## config.mk

```make
export PLATFORM = sky130hd
export DESIGN_NAME = imem_loader
export DESIGN_NICKNAME = d
export VERILOG_FILES = /design/src/rtl/imem_loader_pkg.sv /design/src/rtl/imem_loader_word_assembler.sv /design/src/rtl/imem_loader.sv
export SDC_FILE = /design/constraint.sdc
export NUM_CORES = 1
export LEC_CHECK = 0
export BUFFER_PORTS_ARGS = -buffer_cell sky130_fd_sc_hd__buf_4
export CAP_MARGIN = 10
export CORE_ASPECT_RATIO = 0.6
export CORE_UTILIZATION = 43
export CTS_CLUSTER_DIAMETER = 60
export CTS_CLUSTER_SIZE = 25
export DETAILED_ROUTE_END_ITERATION = 8
export PLACE_DENSITY = 0.7
export REMOVE_ABC_BUFFERS = 1
export SYNTH_ARGS = -nofsm -noshare
export SYNTH_HDL_FRONTEND = slang
export SYNTH_HIERARCHICAL = 1
export SYNTH_SLANG_ARGS = --single-unit
```

## constraint.sdc

```tcl
create_clock -name clk -period 1.8 [get_ports clk]
set_input_delay 0.09 -clock clk [delete_from_list [all_inputs] [get_ports clk]]
set_output_delay 0.09 -clock clk [all_outputs]
set_load 0.02 [all_outputs]
```

## src/rtl/imem_loader_pkg.sv

```systemverilog
// Shared types and sizing helpers for the instruction-memory boot loader.
package imem_loader_pkg;

    localparam int BYTE_W = 8;

    typedef enum logic [2:0] {
        HEADER,
        LOAD,
        CHECK,
        DONE,
        ERROR
    } state_t;

    function automatic int bytes_per_word(input int n);
        return n / BYTE_W;
    endfunction

endpackage

```

## src/rtl/imem_loader_word_assembler.sv

```systemverilog
// Packs accepted bytes LSB-first into an N-bit word; word_valid pulses the cycle after the last byte.
// No backpressure of its own: the caller only presents bytes it has already accepted.
module word_assembler
    import imem_loader_pkg::*;
#(
    parameter int N = 32
) (
    input  logic             clk,
    input  logic             reset,
    input  logic             clear,
    input  logic             byte_valid,
    input  logic [7:0]       byte_data,
    output logic             last_byte,
    output logic             word_valid,
    output logic [N-1:0]     word_data
);

    localparam int BYTES = bytes_per_word(N);
    localparam int IDX_W = (BYTES > 1) ? $clog2(BYTES) : 1;
    localparam logic [IDX_W-1:0] LAST_IDX = IDX_W'(BYTES - 1);

    logic [IDX_W-1:0] idx;
    logic [N-1:0]     shreg;
    logic [N-1:0]     next_word;

    // New byte enters at the top so the first byte ends up in bits [7:0].
    assign next_word = (shreg >> BYTE_W) | (N'(byte_data) << (N - BYTE_W));
    assign last_byte = (idx == LAST_IDX);

    always_ff @(posedge clk) begin
        if (!reset) begin
            idx        <= '0;
            shreg      <= '0;
            word_valid <= 1'b0;
            word_data  <= '0;
        end else begin
            word_valid <= 1'b0;
            if (clear) begin
                idx   <= '0;
                shreg <= '0;
            end else if (byte_valid) begin
                shreg <= next_word;
                if (last_byte) begin
                    idx        <= '0;
                    word_valid <= 1'b1;
                    word_data  <= next_word;
                end else begin
                    idx <= idx + IDX_W'(1);
                end
            end
        end
    end

endmodule

```

## src/rtl/imem_loader.sv

```systemverilog
// Boot loader: header/payload/XOR-checksum byte stream into instruction memory, one write per word a cycle after its last byte.
// in_ready is high in HEADER/LOAD/CHECK and low once DONE or ERROR; stalls indefinitely on in_valid gaps.
module imem_loader
    import imem_loader_pkg::*;
#(
    parameter int N      = 32,
    parameter int ADDR_W = 6,
    parameter int DEPTH  = 64
) (
    input  logic              clk,
    input  logic              reset,
    input  logic              in_valid,
    input  logic [7:0]        in_data,
    output logic              in_ready,
    output logic              wr_en,
    output logic [ADDR_W-1:0] wr_addr,
    output logic [N-1:0]      wr_data,
    output logic              cpu_hold,
    output logic              done,
    output logic              error,
    output logic [ADDR_W:0]   words_loaded
);

    localparam int CNT_W = ADDR_W + 1;

    state_t           state;
    state_t           state_next;
    logic [CNT_W-1:0] count;
    logic [7:0]       checksum;
    logic             accept;
    logic             load_take;
    logic             last_byte;
    logic             word_last;
    logic             last_word;
    logic             hdr_ok;

    assign in_ready  = (state == HEADER) || (state == LOAD) || (state == CHECK);
    assign accept    = in_valid && in_ready;
    assign load_take = accept && (state == LOAD);
    assign word_last = load_take && last_byte;
    assign last_word = ((words_loaded + CNT_W'(1)) == count);
    assign hdr_ok    = (in_data != 8'd0) && ({24'd0, in_data} <= 32'(DEPTH));

    word_assembler #(.N(N)) u_asm (
        .clk        (clk),
        .reset      (reset),
        .clear      (state == HEADER),
        .byte_valid (load_take),
        .byte_data  (in_data),
        .last_byte  (last_byte),
        .word_valid (wr_en),
        .word_data  (wr_data)
    );

    always_ff @(posedge clk) begin
        if (!reset) begin
            state        <= HEADER;
            count        <= '0;
            checksum     <= '0;
            words_loaded <= '0;
            wr_addr      <= '0;
        end else begin
            state <= state_next;
            if (accept && (state == HEADER)) begin
                count <= in_data[CNT_W-1:0];
            end
            if (load_take) begin
                checksum <= checksum ^ in_data;
            end
            // Address and count advance on the edge the write strobe rises.
            if (word_last) begin
                wr_addr      <= words_loaded[ADDR_W-1:0];
                words_loaded <= words_loaded + CNT_W'(1);
            end
        end
    end

    always_comb begin
        state_next = state;
        done       = 1'b0;
        error      = 1'b0;
        cpu_hold   = 1'b1;
        case (state)
            HEADER: if (accept) state_next = hdr_ok ? LOAD : ERROR;
            LOAD:   if (word_last && last_word) state_next = CHECK;
            CHECK:  if (accept) state_next = (in_data == checksum) ? DONE : ERROR;
            DONE: begin
                done     = 1'b1;
                cpu_hold = 1'b0;
            end
            ERROR:  error = 1'b1;
            default: state_next = HEADER;
        endcase
    end

endmodule
```

==> results of run 1 <==
==> sequential cells by signal, indices dropped and copies added, names as in the netlist <==
register          flops
checksum              8
count                 7
state                 3
u_asm/idx             2
u_asm/shreg          24
u_asm/word_data      32
u_asm/word_valid      1
words_loaded          7
wr_addr               6
==> metrics by stage <==
stage | utilization, % | setup slack, ns | hold slack (ns) | instances | power (uW)
3_3_place_gp | 52.2 | -0.0630 | 0.386 | 591 | 2450
2_1_floorplan | - | -1.08 | 0.232 | 396 | 2310
6_report | 56.0 | -0.0775 | 0.0409 | 607 | 4210
3_5_place_dp | 52.2 | -0.143 | 0.397 | 591 | 2470
4_1_cts | 55.8 | -0.0387 | 0.0283 | 607 | 4270
5_1_grt | 56.0 | -0.138 | 0.0378 | 607 | 4410
==> logic make-up after synthesis <==
group | count (synthesis) | synth area share, %
AOI/OAI and AO/OA | 28 | 4.83
xor gates and xnor gates | 29 | 6.87
adders and majority gates | 2 | 0.639
buffers and inverters | 33 | 5.31
DFF | 90 | 46.0
muxes | 65 | 16.6
and+or+nand+nor | 176 | 19.7
==> Yosys cell counts, types with 3 or more instances <==
master    instances  area [um2]
xnor2_1           6        52.6
a21oi_1          15        75.1
nand4_1           3        18.8
dfxtp_1          90        1800
nor3_1            3        15.0
nor2_1           51         191
clkbuf_1          5        18.8
buf_6             5        56.3
mux2i_1          65         651
inv_1             6        22.5
buf_2            12        60.1
nand3_1           5        25.0
xor2_1           22         193
nor4_1            3        18.8
buf_4             3        22.5
nand2_1          93         349
==> timing repair <==
action	in CTS	in global routing
pin swaps	5	4
endpoints found under the setup margin	3	3
gates resized for setup	6	4
==> area by class of cell <==
cell class | count | area, um2
sequential | 90 | 1810
clock buffer | 11 | 253
fill | 762 | 3800
multi-input combinational | 300 | 1940
timing repair buffer | 83 | 652
inverter | 6 | 22.5
tap | 112 | 140
clock inverter | 5 | 37.5
==> layer usage <==
layer | GRT usage (%) | vias to the layer above
li1 | - | 1534
met1 | 23.7 | 1380
met2 | 27.0 | 65
met3 | 7.63 | 11
met4 | 5.61 | 0
met5 | 0 | -
==> worst register-to-register path, stage by stage, from the launching register on <==
cell,delay [ns]
dfxtp_2,0.36
ha_4,0.16
xor3_1,0.21
or4_4,0.44
a31oi_4,0.22
o2111ai_2,0.15
a211oi_2,0.26
==> power groups by stage <==
| stage | sequential (uW) | combinational, uW | clock (uW) |
|---|---|---|---|
| final | 2050 | 378 | 1790 |
| after CTS | 2050 | 378 | 1850 |
| after global routing | 2050 | 414 | 1950 |
| after detailed placement | 2090 | 376 | 0 |
| after floorplan | 2090 | 215 | 0 |
| after global placement | 2090 | 363 | 0 |
==> how the worst min path moves through the flow <==
stage,startpoint,endpoint,slack [ns],depth (start not counted)
after floorplan,in_data[0],u_asm/word_data[24],0.23,2
after global placement,in_data[7],u_asm/shreg[31],0.39,3
after detailed placement,in_data[7],u_asm/shreg[31],0.40,3
after CTS,in_data[7],u_asm/word_data[31],0.03,3
after global routing,in_data[7],u_asm/word_data[31],0.04,3
final,in_data[7],u_asm/word_data[31],0.04,3
==> results.json, run 1 <==
{
  "final-setup-viol-count": 2,
  "yosys_warnings": 6,
  "numCtsBuffers": 9,
  "htreeDepth": 3,
  "peakVddDrop_mv": 0.462,
  "path_max_fanout": 4,
  "wl_met3_um": 482,
  "startpoint": "words_loaded[1]",
  "cts.sinks": 90,
  "syn_area_um2": 3910,
  "port_buffers": 60,
  "synth_edf_count": 0,
  "switchingPower_uw": 1010,
  "antenna_left": 0,
  "start_util_pct": 45.2,
  "firstDrtPassIters": 6,
  "power_frac_comb_pct": 9.0,
  "grt_pass1_vias": 2828,
  "reg2reg_from": "words_loaded[1]",
  "num_vias": 2990,
  "cellLeakagePower_uw": 0.00186,
  "grt_usage_pct": 18.1,
  "hpwlAfterDp_um": 5620,
  "viasPerCell": 4.93,
  "clockBufferDepth": 2,
  "ys_seq_area_share_pct": 46.0,
  "cp-end-kind": "register",
  "min_path_type": "input port to register",
  "drtIter0Drc": 131,
  "p_int_uw": 3200,
  "max_slew_margin_pct": 70.3,
  "fmax_mhz": 533,
  "layout-drive-gt1-share_pct": 23.6,
  "io_pins": 61,
  "cts_hold_buf": 0,
  "rows": 26,
  "postPlaceCellArea_um2": 4520,
  "p_clk_share_pct": 42.5,
  "met2_length_um": 3480,
  "fin_crit_ns": 1.88,
  "critPathTopFamily": "compound AO/OA/AOI/OAI gates",
  "drc": 12,
  "timing.rr.end": "state[2]",
  "coreArea_um2": 8650,
  "overflow": 0,
  "tns_ns": -0.0802,
  "rr_worst_depth": 6,
  "clkLatencyLatePin_ns": 0.34,
  "p_per_area_nw_per_um2": 869,
  "synth_seq_cells": 90,
  "grt_max_degree": 36,
  "worstPathRequired_ns": 2.06,
  "rrSetupSlack_ns": -0.08,
  "crit_cells": 6,
  "grt_setup_unrepaired": "yes",
  "layout-area-overhead-vs-synth_pct": 23.9,
  "cp_slowest_stage_delay_ns": 0.44,
  "avgSynthCellArea_um2": 9.25,
  "layout_commonest_cell": "nand2_1",
  "path_cells": "ha_4, xor3_1, or4_4, a31oi_4, o2111ai_2, a211oi_2",
  "layout_setup_ws_ns": -0.0775,
  "hold_viol_final": 0,
  "synthArstFlopShare_pct": 0,
  "die_h_um": 75.9,
  "endpoint": "state[2]",
  "grt_pass1_wl_um": 13700,
  "die_area_um2": 9500,
  "cp.buffers_inverters": 0,
  "sw_frac_of_total_pct": 24.1,
  "ys_types": 44,
  "clk_pin_slew_ns": 0.06,
  "grt_antenna_before_repair": 0,
  "slowest_stage": "or4_4",
  "avgRoutedWirePerCell_um": 13.4,
  "slew_violations": 0,
  "min_period_over_period_pct": 104,
  "cp-start-kind": "register",
  "routed_wl_um": 8140,
  "final_cell_mix": "92 x nand2_1, 87 x dfxtp_1, 80 x buf_4",
  "power_frac_seq_pct": 48.6,
  "diodes": 0,
  "cts_tree": "built",
  "gp_congestion": 0.826,
  "worstMarginPinSlew_ns": 0.441,
  "nets": 503,
  "wl_met1_um": 4080,
  "crit_arrival_ns": 2.14,
  "violations": "DRC, setup timing",
  "cts-root-buf": "clkbuf_16",
  "status": "finished, violations left",
  "synthCells": 423,
  "final_area_um2": 4850,
  "fin_skew_ns": 0.00467,
  "drv_cap": 0,
  "synth_top_flop_cell": "dfxtp_1",
  "die_w_um": 125,
  "cts_setup_buffers": 0,
  "worstSetupPathType": "register to register",
  "highest_layer": "met4"
}
Power figures use the tool's default switching activity.
==> inputs of run 2 (changes only) <==
BUFFER_PORTS_ARGS = not set   (was -buffer_cell sky130_fd_sc_hd__buf_4)
CELL_PAD_IN_SITES_DETAIL_PLACEMENT = 1   (was not set)
CELL_PAD_IN_SITES_GLOBAL_PLACEMENT = 2   (was not set)
CORE_UTILIZATION = 35   (was 43)
DONT_BUFFER_PORTS = 1   (was not set)
PLACE_DENSITY = 0.79   (was 0.7)
clock period = 1.6 ns   (was 1.8 ns; I/O delays follow)
==> results.json, run 2 (synthesis results as in run 1) <==
{
  "grt_max_degree": 67,
  "status": "finished, violations left",
  "reg2reg_from": "words_loaded[1]",
  "instances_no_fill": 659,
  "firstDrtPassIters": 6,
  "worstHoldStart": "in_valid",
  "min_to": "state[2]",
  "peakVddDrop_mv": 0.498,
  "routed_wl_um": 11300,
  "multi_input_comb_area_um2": 1970,
  "final_cell_mix": "92 x nand2_1, 86 x dfxtp_1, 72 x dlygate4sd3_1",
  "grt_pass1_vias": 3421,
  "clockBufferDepth": 2,
  "fmax_mhz": 557,
  "grt_pass1_wl_um": 17500,
  "overflow": 0,
  "htreeDepth": 3,
  "pre_cts_slack_ns": -0.313,
  "die_w_um": 139,
  "fin_skew_ns": 0.00354,
  "num_vias": 3191,
  "final_area_um2": 5350,
  "min_path_type": "input port to register",
  "place_inst": 568,
  "worstPathRequired_ns": 1.86,
  "die_h_um": 83.9,
  "start_util_pct": 36.6,
  "slew_violations": 0,
  "viasPerCell": 4.84,
  "max_slew_margin_pct": 64.1,
  "hpwlAfterDp_um": 6350,
  "layout_commonest_cell": "nand2_1",
  "cts_tree": "built",
  "hold_viol_final": 0,
  "layout-drive-gt1-share_pct": 15.0,
  "worstMarginPinSlew_ns": 0.534,
  "clkLatencyLatePin_ns": 0.34,
  "drv_cap": 0,
  "largest_register_ffs": 32,
  "p_per_area_nw_per_um2": 925,
  "grt_setup_unrepaired": "yes",
  "port_buffers": 0,
  "fin_crit_ns": 1.79,
  "utilization_pct": 50.0,
  "crit_arrival_ns": 2.06,
  "gp_congestion": 0.741,
  "cts_setup_buffers": 0,
  "cp-start-kind": "register",
  "min_period_over_period_pct": 112,
  "timing.rr.end": "state[2]",
  "io_pins": 61,
  "worstSetupPathType": "register to register",
  "nets": 528,
  "path_max_fanout": 3,
  "layout_setup_ws_ns": -0.194,
  "postPlaceCellArea_um2": 4180,
  "grt_antenna_before_repair": 0,
  "reg_top3": "u_asm/word_data (32), u_asm/shreg (24), checksum (8)",
  "whs_ns": 0.0759,
  "rows": 29,
  "cp-end-kind": "register",
  "cts-root-buf": "clkbuf_16",
  "numCtsBuffers": 9,
  "seq_area_um2": 1810,
  "drtIter0Drc": 103,
  "drc": 6,
  "violations": "DRC, setup timing",
  "rr_worst_depth": 6,
  "min_path_cells": 2,
  "fillerInstances": 1207,
  "coreArea_um2": 10700,
  "top_register": "u_asm/word_data",
  "cts.sinks": 90,
  "cellLeakagePower_uw": 0.00177,
  "layout-area-overhead-vs-synth_pct": 36.6,
  "die_area_um2": 11600,
  "final-setup-viol-count": 3,
  "rrSetupSlack_ns": -0.19,
  "avgRoutedWirePerCell_um": 17.1,
  "diodes": 0,
  "clk_pin_slew_ns": 0.06,
  "antenna_left": 0,
  "grt_usage_pct": 19.5
}
-- run 2: cell count changes in the layout (fill, tap and decap cells not counted), sizes merged --
cell         change
bufinv           +1
clkinv           -1
dlygate4sd3     +72
buf             -49
clkbuf           +1
inv              +1
-- run 2: how the worst max path moves through the flow --
| stage | startpoint | end | slack, ns | cells after the start |
|---|---|---|---|---|
| floorplan | state[2] | u_asm/word_data[0] | -1.28 | 3 |
| global placement | words_loaded[0] | state[2] | -0.24 | 6 |
| detailed placement | words_loaded[0] | state[2] | -0.31 | 6 |
| CTS | count[6] | state[2] | -0.23 | 5 |
| global route | words_loaded[1] | state[2] | -0.28 | 6 |
| finish | words_loaded[1] | state[2] | -0.19 | 6 |
-- run 2: critical path, stage by stage (launching register included) --
cell and delay (ns):
dfxtp_2 0.35, ha_4 0.15, xor3_1 0.22, or4_4 0.43, a31oi_4 0.19, o2111ai_2 0.17, a211oi_2 0.20
-- run 2: power by group --
part	total [uW]	leakage, uW	switching [uW]	internal [uW]
clock network	2200	0.000147	932	1270
logic	438	0.000896	233	205
registers	2300	0.000729	27.0	2280
total	4950	0.00177	1190	3750
-- run 2: layout make-up --
type	count	area share, %
Timing Repair Buffer	108	19.8
Inverter	6	0.421
Clock buffer	10	4.47
Sequential cell	90	33.8
Multi-Input combinational cell	300	36.9
Clock inverter	6	1.38
Tap cell	139	3.25
-- run 2: timing repair --
item	CTS	global route
resized for setup	5	15
endpoints found under the hold margin	55	0
endpoints found under the setup margin	3	55
pin swaps	5	1
cloned	0	3
hold buffers	72	0
-- run 2: metal layers --
metal	part of all wire, %	wire (um)	GRT usage [%]	vias up
li1	-	-	-	1579
met1	49	5510	24.4	1545
met2	45	5070	32.2	56
met3	4.9	552	5.74	11
met4	1.1	123	6.54	0
met5	0	0	0	-
-- run 2: per-stage QoR --
step	total power, uW	TNS (ns)
finish	4950	-0.503
global route	5140	-1.52
global placement	2720	-0.597
floorplan	2600	-52.19
CTS	5020	-0.613
detailed placement	2730	-0.819
==> inputs of run 3 (changes only) <==
ABC_AREA = 1   (was not set)
CORE_UTILIZATION = 31   (was 35)
PLACE_DENSITY = 0.78   (was 0.79)
==> results.json, run 3 <==
{
  "status": "finished, violations left",
  "violations": "hold timing, setup timing",
  "synthCells": 551,
  "hold_viol_final": 55,
  "synth_edf_count": 0,
  "cts_tree": "built",
  "fmax_mhz": 614,
  "peakVddDrop_mv": 0.551,
  "utilization_pct": 38.9,
  "viasPerCell": 4.63,
  "avgSynthCellArea_um2": 7.03,
  "reg_top3": "u_asm/word_data (32), u_asm/shreg (24), checksum (8)",
  "cellLeakagePower_uw": 0.00207,
  "whs_ns": -0.126,
  "layout_commonest_cell": "nand2_1",
  "synth_top_flop_cell": "dfxtp_1",
  "htreeDepth": 3,
  "grt_max_degree": 59,
  "antenna_left": 0,
  "numCtsBuffers": 9,
  "cp-start-kind": "register",
  "synthArstFlopShare_pct": 0,
  "yosysTopAreaCell": "dfxtp_1",
  "synth_seq_cells": 90,
  "port_buffers": 0,
  "hpwlAfterDp_um": 6850,
  "avgRoutedWirePerCell_um": 14.6,
  "layout_setup_ws_ns": -0.0288,
  "slew_violations": 0,
  "die_h_um": 88.6,
  "firstDrtPassIters": 4,
  "min_to": "u_asm/word_data[26]",
  "top_register": "u_asm/word_data",
  "fin_crit_ns": 1.63,
  "layout-area-overhead-vs-synth_pct": 21.6,
  "coreArea_um2": 12100,
  "nets": 588,
  "min_period_over_period_pct": 102,
  "min_path_cells": 2,
  "netlist_top_cells_area": "dfxtp_1 47%, nand2_1 16%, nor2_1 8.1%, a21oi_1 7.1%, inv_1 5.5%",
  "gp_congestion": 0.775,
  "drtIter0Drc": 140,
  "worstPathRequired_ns": 1.83,
  "syn_area_um2": 3870,
  "ys_types": 26,
  "min_path_type": "input port to register",
  "routed_wl_um": 10900,
  "cts.sinks": 90,
  "die_area_um2": 13000,
  "drc": 0,
  "cp-end-kind": "register",
  "path_max_fanout": 5,
  "grt_pass1_vias": 3425,
  "rr_worst_depth": 14,
  "grt_antenna_before_repair": 0,
  "max_slew_margin_pct": 66.9,
  "synthTopCellsByCount": "169 x nand2_1, 90 x dfxtp_1, 84 x nor2_1",
  "yosys_warnings": 6,
  "yosysTopAreaCellShare_pct": 46.5,
  "start_util_pct": 32.0,
  "layout-drive-gt1-share_pct": 14.0,
  "grt_setup_unrepaired": "yes",
  "final_cell_mix": "162 x nand2_1, 87 x dfxtp_1, 79 x nor2_1",
  "cts_hold_buf": 9,
  "yosysMostFrequentCell": "nand2_1",
  "fin_skew_ns": 0.00537,
  "ys_seq_area_share_pct": 46.5,
  "cts-root-buf": "clkbuf_16",
  "drv_cap": 0,
  "clkLatencyLatePin_ns": 0.34,
  "p_per_area_nw_per_um2": 1210,
  "reg2reg_from": "words_loaded[0]",
  "worstMarginPinSlew_ns": 0.498,
  "timing.rr.end": "state[1]",
  "die_w_um": 146,
  "overflow": 0,
  "clockBufferDepth": 2,
  "io_pins": 61,
  "rrSetupSlack_ns": -0.03,
  "grt_usage_pct": 17.1,
  "grt_pass1_wl_um": 17100,
  "worstHoldStart": "reset",
  "worstSetupPathType": "register to register",
  "diodes": 0,
  "largest_register_ffs": 32,
  "final-setup-viol-count": 3,
  "clk_pin_slew_ns": 0.07,
  "num_vias": 3452,
  "crit_arrival_ns": 1.86,
  "rows": 31
}
run 3: worst max-delay path by stage:
stage	slack, ns	end	startpoint
6_report	-0.03	state[1]	words_loaded[0]
5_1_grt	-0.16	state[0]	words_loaded[4]
4_1_cts	-0.03	state[2]	words_loaded[0]
3_5_place_dp	-0.10	state[1]	words_loaded[0]
3_3_place_gp	-0.003	state[0]	words_loaded[0]
2_1_floorplan	-0.96	u_asm/word_data[0]	state[2]
run 3: repair_timing:
action / CTS / global route
hold endpoints to repair: 68 / 56
buffers inserted: 0 / 3
pin swaps: 10 / 19
setup endpoints to repair: 3 / 33
resized for setup: 14 / 26
gates cloned: 0 / 2
run 3: routing by layer:
layer  global-route usage, %  share of wire (%)  routed length [um]  vias up
met5                       0                  0                   0        -
met4                    4.55               0.56                  61        0
met3                    5.26                4.0                 436        4
met2                    27.5                 44                4780       43
met1                    22.4                 51                5600     1659
li1                        -                  -                   -     1746
run 3: logic make-up after synthesis:
group / share of synthesized area (%)
AOI/OAI and AO/OA: 10.9
xor gates and xnor gates: 2.26
adders and majority gates: 0.646
buffers and inverters: 10.0
DFF: 46.5
and+or+nand+nor: 29.6
run 3: area by class of cell:
type | instances | area, um2
clock inverters | 7 | 76.3
fillers | 1535 | 7390
repair buffers | 34 | 348
multi-input cells | 379 | 1800
well taps | 165 | 206
flip-flops and latches | 90 | 1810
clock buffers | 9 | 225
inverters | 61 | 239
run 3: where the power goes:
| part | total [uW] | switching, uW | internal (uW) |
|---|---|---|---|
| clock network | 2150 | 933 | 1220 |
| registers | 2460 | 94.4 | 2360 |
| logic | 1090 | 702 | 391 |
run 3: through the flow:
stage	TNS, ns	instances	setup WS [ns]	area, um2	total power, uW
3_5_place_dp	-0.262	715	-0.102	4120	3480
5_1_grt	-0.641	745	-0.159	4710	6020
4_1_cts	-0.0832	740	-0.0313	4570	5720
6_report	-0.0465	745	-0.0288	4710	5700
2_1_floorplan	-45.70	529	-0.960	3710	3130
3_3_place_gp	-0.00287	715	-0.00287	4120	3430
run 3: critical path, stage by stage, from the launching register on:
cell      delay (ns)
dfxtp_4         0.38
ha_4            0.17
nand2_4         0.07
clkinv_4        0.07
nand2_4         0.05
nand2_2         0.08
nand2_1         0.05
nand2_1         0.08
nand3_2         0.08
nor2_2          0.10
nand2_1         0.07
nand2_2         0.11
nand3_2         0.09
nand2_2         0.08
nor2_2          0.04
